===== src/rtl/mult_pkg.sv =====
// Shared constants for the signed shift-add multiplier datapath.
package mult_pkg;
    localparam int WIDTH = 8;
endpackage


===== src/rtl/mult_datapath_add_sub9.sv =====
// Ripple-carry adder/subtractor. When sub is set, b is inverted and the
// carry-in is 1, so the result is a - b.
module add_sub9
    import mult_pkg::*;
#(
    parameter int N = WIDTH + 1
) (
    input  logic [N-1:0] a,
    input  logic [N-1:0] b,
    input  logic         sub,
    output logic [N-1:0] s
);

    logic [N-1:0] b_eff;
    logic [N-1:0] carry;

    assign b_eff    = b ^ {N{sub}};
    assign carry[0] = sub;

    // The carry out of the top bit is dropped, so the result wraps.
    for (genvar i = 0; i < N; i++) begin : g_fa
        assign s[i] = a[i] ^ b_eff[i] ^ carry[i];
        if (i < N - 1) begin : g_carry
            assign carry[i+1] = (a[i] & b_eff[i]) | (carry[i] & (a[i] ^ b_eff[i]));
        end
    end

endmodule


===== src/rtl/mult_datapath.sv =====
// Register and adder datapath for the 8-bit signed shift-add multiplier:
// holds X, A and B, and performs the add/subtract and arithmetic shift steps.
module mult_datapath #(
    parameter int WIDTH = mult_pkg::WIDTH
) (
    input  logic             Clk,
    input  logic             Reset,
    input  logic             ClearAX,
    input  logic             ClearB,
    input  logic             LoadAX,
    input  logic             LoadB,
    input  logic             Shift,
    input  logic             Add,
    input  logic             Sub,
    input  logic [WIDTH-1:0] S,
    output logic [WIDTH-1:0] Aval,
    output logic [WIDTH-1:0] Bval,
    output logic             X,
    output logic             M
);

    logic             x_reg;
    logic [WIDTH-1:0] a_reg;
    logic [WIDTH-1:0] b_reg;
    logic [WIDTH:0]   a_ext;
    logic [WIDTH:0]   s_operand;
    logic [WIDTH:0]   sum;

    // With neither Add nor Sub the adder passes A through sign-extended.
    assign a_ext     = {a_reg[WIDTH-1], a_reg};
    assign s_operand = (Add || Sub) ? {S[WIDTH-1], S} : '0;

    add_sub9 #(.N(WIDTH + 1)) u_add_sub (
        .a   (a_ext),
        .b   (s_operand),
        .sub (Sub),
        .s   (sum)
    );

    // B's shift uses the pre-edge A[0], even when {X,A} clears or loads.
    always_ff @(posedge Clk) begin
        if (Reset) begin
            x_reg <= 1'b0;
            a_reg <= '0;
            b_reg <= '0;
        end else begin
            if (ClearAX) begin
                x_reg <= 1'b0;
                a_reg <= '0;
            end else if (LoadAX) begin
                {x_reg, a_reg} <= sum;
            end else if (Shift) begin
                a_reg <= {x_reg, a_reg[WIDTH-1:1]};
            end

            if (ClearB) begin
                b_reg <= '0;
            end else if (LoadB) begin
                b_reg <= S;
            end else if (Shift) begin
                b_reg <= {a_reg[0], b_reg[WIDTH-1:1]};
            end
        end
    end

    assign Aval = a_reg;
    assign Bval = b_reg;
    assign X    = x_reg;
    assign M    = b_reg[0];

endmodule


===== config.mk =====
export PLATFORM = sky130hd
export DESIGN_NAME = mult_datapath
export DESIGN_NICKNAME = d
export VERILOG_FILES = /design/src/rtl/mult_pkg.sv /design/src/rtl/mult_datapath_add_sub9.sv /design/src/rtl/mult_datapath.sv
export SDC_FILE = /design/constraint.sdc
export NUM_CORES = 1
export LEC_CHECK = 0
export BUFFER_PORTS_ARGS = -buffer_cell sky130_fd_sc_hd__buf_4
export CAP_MARGIN = 20
export CORE_MARGIN = 2
export CORE_UTILIZATION = 47
export CTS_CLUSTER_DIAMETER = 120
export DETAILED_ROUTE_END_ITERATION = 8
export PLACE_DENSITY = 0.72
export SYNTH_ARGS = -nofsm -noshare
export SYNTH_HDL_FRONTEND = slang
export SYNTH_SLANG_ARGS = --single-unit

===== constraint.sdc =====
create_clock -name Clk -period 5.3 [get_ports Clk]
set_clock_uncertainty 0.1 [all_clocks]
set_input_delay 0.53 -clock Clk [delete_from_list [all_inputs] [get_ports Clk]]
set_output_delay 0.53 -clock Clk [all_outputs]
set_load 0.02 [all_outputs]

* After elaboration in Yosys (flattened, before gate mapping) *
Cells that the tools add are included.

word-level totals
  output and inout port bits = 18
  logic and storage cells = 56
  flip-flop bits (word level) = 17
  input bits = 17

operators by class
  reductions and logical operators = 5
  bitwise gates (word level) = 43
  muxes and demuxes = 5

operator list
  kind               count
  $mux 8             4
  $xor 1x1->1        18
  $and 1x1->1        16
  $mux 9             1
  $xor 9x9->9        1
  $or 1x1->1         8
  $reduce_bool 2->1  2
  $reduce_or 2->1    2
  $logic_or 1x1->1   1

* Depth between registers and ports, before layout *
  depth after elaboration = 21
  mapped depth = 14

* Hierarchy *
A second synthesis with hierarchy kept.

unflattened totals
  cells, all modules = 116
  area, all modules = 1,257.5 µm²

modules (own cells, without submodules)
  module         cells an instance  times used  seq. area each (µm²)  area each (µm²)
  mult_datapath  83                 1           340.3                 942.2
  add_sub9       33                 1           0.0                   315.3

* Worst setup path before layout *
No wires, ideal clock.

  path type = input to register
  from = in Sub
  to = reg a_reg[7] (netlist: Aval[7])
  arrival = 3.817 ns
  setup slack = 1.297 ns
  stages = 13
  data required time = 5.114 ns
  cells stage by stage = buf_4 > nor2b_1 > mux2i_1 > fa_1 > fa_1 > fa_1 > fa_1 > inv_1 > fa_1 > inv_1 > fa_1 > fa_1 > a211oi_1

on the way
  cells in the longest elaborated chain, start to end = 20
  elaborated cells on any way between the ends = 34
  classes of those cells = mux (2); bitwise (31); reduce/logical (1)

RTL lines
  element                 line                          RTL
  start: declaration      mult_datapath.sv:14           input logic Sub,
  $logic_or 1x1->1        mult_datapath.sv:31           assign s_operand = (Add || Sub) ? {S[WIDTH-1], S} : '0;
  $mux 9                  mult_datapath.sv:31
  $xor 9x9->9             mult_datapath_add_sub9.sv:17  assign b_eff = b ^ {N{sub}};
  $xor 1x1->1             mult_datapath_add_sub9.sv:24  assign carry[i+1] = (a[i] & b_eff[i]) | (carry[i] & (a[i] ^ b_eff[i]));
  $and 1x1->1             mult_datapath_add_sub9.sv:24
  $or 1x1->1              mult_datapath_add_sub9.sv:24
  $and 1x1->1             mult_datapath_add_sub9.sv:24
  $or 1x1->1              mult_datapath_add_sub9.sv:24
  [... 4 more ...]        n/a
  $and 1x1->1             mult_datapath_add_sub9.sv:24
  $or 1x1->1              mult_datapath_add_sub9.sv:24
  $and 1x1->1             mult_datapath_add_sub9.sv:24
  $or 1x1->1              mult_datapath_add_sub9.sv:24
  $and 1x1->1             mult_datapath_add_sub9.sv:24
  $or 1x1->1              mult_datapath_add_sub9.sv:24
  $xor 1x1->1 *           mult_datapath_add_sub9.sv:22  assign s[i] = a[i] ^ b_eff[i] ^ carry[i];
  $mux 8 *                mult_datapath.sv:50           end else if (LoadAX) begin
  end signal: assignment  mult_datapath.sv:51           {x_reg, a_reg} <= sum;
  end signal: assignment  mult_datapath.sv:53           a_reg <= {x_reg, a_reg[WIDTH-1:1]};
  end: declaration        mult_datapath.sv:23           logic [WIDTH-1:0] a_reg;

Mark *: on every way between the ends. The rest lies on a longest branch, timed or not.
A chain may end at the register's enable or synchronous reset.

* Worst setup path after layout *
Same ends and word-level chain as after synthesis.

==> metrics <==
status complete, no violations; Crit path required time approximately 5.4 ns; synthesized area between 1000 and 1500 µm²; P_leak 0.000630 µW; worst slew pin tran 0.514 ns; WL/cell ~13 µm; CP endpoint Aval[7]; die height 53.3 µm; layout cell share with drive strength beyond 1 33.6%; TritonRoute pass-1 iters 2; Placer Congestion 0.795; GRT Total Usage 18.4%; Slowest-stage cell, CP fa_1; Reg2Reg Depth 11; Synth Instances 110; Final period util 73.2%; die width 53.3 µm; Detail Placement HPWL about 1800 µm; critical path endpoint category flip-flop; clock sinks 17; Mapped Nets 135; row count 17; # hold bufs at CTS 0; via count 855; Post-synth EDFFs 0; Top Usage Layer GRT met2; CP peak stage delay around 0.45 ns; share of the synthesized area in the top cell type 29.8%; Filler Cells Inserted just over 200; CTS clk-pin slew, worst paths 0.10 ns; port bufs 34; Critical R2R Capture Aval[7]; GRT met1 Usage roughly 25%; TritonCTS clock tree done; commonest cells in the netlist 17 x dfxtp_1, 15 x mux2i_1, 14 x a211oi_1; crit path launch Sub; achievable frequency 0.258 GHz; critical path depth in cells 13; max-slew violations 0; Core Util, Final 61.9%; GRT overflow 0; Max-slew headroom approximately two thirds; setup_tns 0 ns; PwrDens just over 200 nW/µm²; most instantiated library cell after synthesis dfxtp_1; Setup CP Type input port to flip-flop; Synth area leader dfxtp_1; most used cell, CP fa_1; number of distinct library cells after synthesis 23; worst-case vdd ir drop about 0.13 mV; RSZ-0062 raised after global routing no; # diodes 0; Critical Path, Cell by Cell buf_4 -> nor2b_1 -> mux2i_1 -> fa_1 -> fa_1 -> fa_1 -> fa_1 -> inv_1 -> fa_1 -> inv_1 -> fa_1 -> fa_1 -> a211oi_1; Routed WL 2250 µm; root buffer cell clkbuf_4; Critical Path Fanout Max 10; Area Growth Syn to Fin 22.1%; WP buf/inv 3; Worst Hold Class input port to flip-flop; later-pin clock latency in the skew report 0.29 ns; vias in the first global route about 800; initial antenna violation count 0; met2 GRT Util 28.0%; met3 usage about 2.5%; initial core utilization 50.7%; Worst EP arrival 3.99 ns; Final nets 166; Crit Reg-Reg Startpoint Aval[0]; CTS-repair resized insts 0; Post-synth top flop dfxtp_1; DRT iter0 DRCs 6; largest net degree at the start of global routing 24; Setup crit start kind input port; first-pass GRT wire length 3730 µm; Synth Register Bits 17; Die ar. 2840 µm²; cts bufs inserted 3; Antenna Violating Nets Remaining 0; number of post-CTS setup repair buffers 0; post-synthesis sequential area ratio 29.8%; Tmin final 3.88 ns; synthesized area per cell 10.4 µm²; Worst R2R Setup Slack around 1.7 ns; maximum capacitance violations 0; Crit path max-delay family adder cells; Clock Path Buffers 2; top cells by area, synth dfxtp_1 30%, fa_1 14%, mux2i_1 13%; Post-route DRC 0; final hold vios 0; # IOs 35; H-tree depth 1; Final setup viols 0; Vias per Instance 5.09; Synthesis Warnings 0; core area 2250 µm²; FFs w/ async S/R, synth 0%
==> cell type report <==
class                   count  area (µm²)  area share, %
multi-input cells          75         702           50.3
flip-flops and latches     17         340           24.4
repair buffers             34         255           18.3
inverters                  10        37.5           2.69
well taps                  28        35.0           2.51
clock buffers               4        26.3           1.88
==> metrics by stage <==
stage               hold WS, ns  total power [µW]  cells  worst slack (ns)  instance area, µm²
CTS                       0.385               287    168              1.42                1400
finish                    0.393               283    168              1.42                1400
detailed placement        0.428               216    164              1.10                1370
global placement          0.418               214    164              1.24                1370
global route              0.396               300    168              1.24                1400
floorplan                 0.473               191    110              1.30                1140
==> worst min path at each step <==
stage,slack [ns],to,startpoint,depth (start not counted)
finish,0.39,Bval[4],S[4],3
global route,0.40,Bval[7],S[7],3
CTS,0.38,Bval[2],S[2],3
detailed placement,0.43,Aval[0],Aval[0],2
global placement,0.42,Aval[0],Aval[0],2
floorplan,0.47,Aval[0],Aval[0],2
==> where the power goes <==
part           switching [µW]  internal [µW]  total (µW)  leakage [µW]
clock network            41.6           29.3        70.9     0.0000150
logic                    37.6           36.2        73.8      0.000476
registers                5.38            133         139      0.000139
==> routing by layer <==
metal / part of all wire [%] / vias to the layer above
met5: 0 / -
met4: 0.62 / 0
met3: 3.8 / 2
met2: 49 / 18
met1: 46 / 401
li1: - / 434
==> cells in the final DEF (no fill, tap or decap), types with 2 or more instances in the layout <==
master / instances
nor2_1: 9
clkbuf_4: 3
nor2b_1: 6
dfxtp_1: 17
a211oi_1: 14
and2b_1: 2
fa_1: 8
inv_1: 10
buf_4: 34
mux2_4: 8
nand2_1: 3
mux2i_1: 15
==> flip-flops by register name, indices dropped and copies added (netlist names) <==
register	flops
X	1
Aval	8
Bval	8
==> worst register-to-register path: cells and delay by family (launching register included) <==
kind / cells / cell delay (ns)
buffers and inverters: 2 / 0.12
AOI/OAI and AO/OA: 2 / 0.37
adders and majority gates: 7 / 2.54
DFF: 1 / 0.43
==> kinds of logic (layout without fill, tap and decap cells) <==
family / after synthesis / after routing / share of synthesized area [%]
multiplexers: 24 / 24 / 24.6
AND/OR/NAND/NOR: 24 / 24 / 10.6
AO/OA/AOI/OAI: 19 / 19 / 12.1
buffers and inverters: 18 / 48 / 8.86
flip-flops: 17 / 17 / 29.8
adder cells (fa/ha/maj): 8 / 8 / 14.0
(Power assumes the default switching activity.)
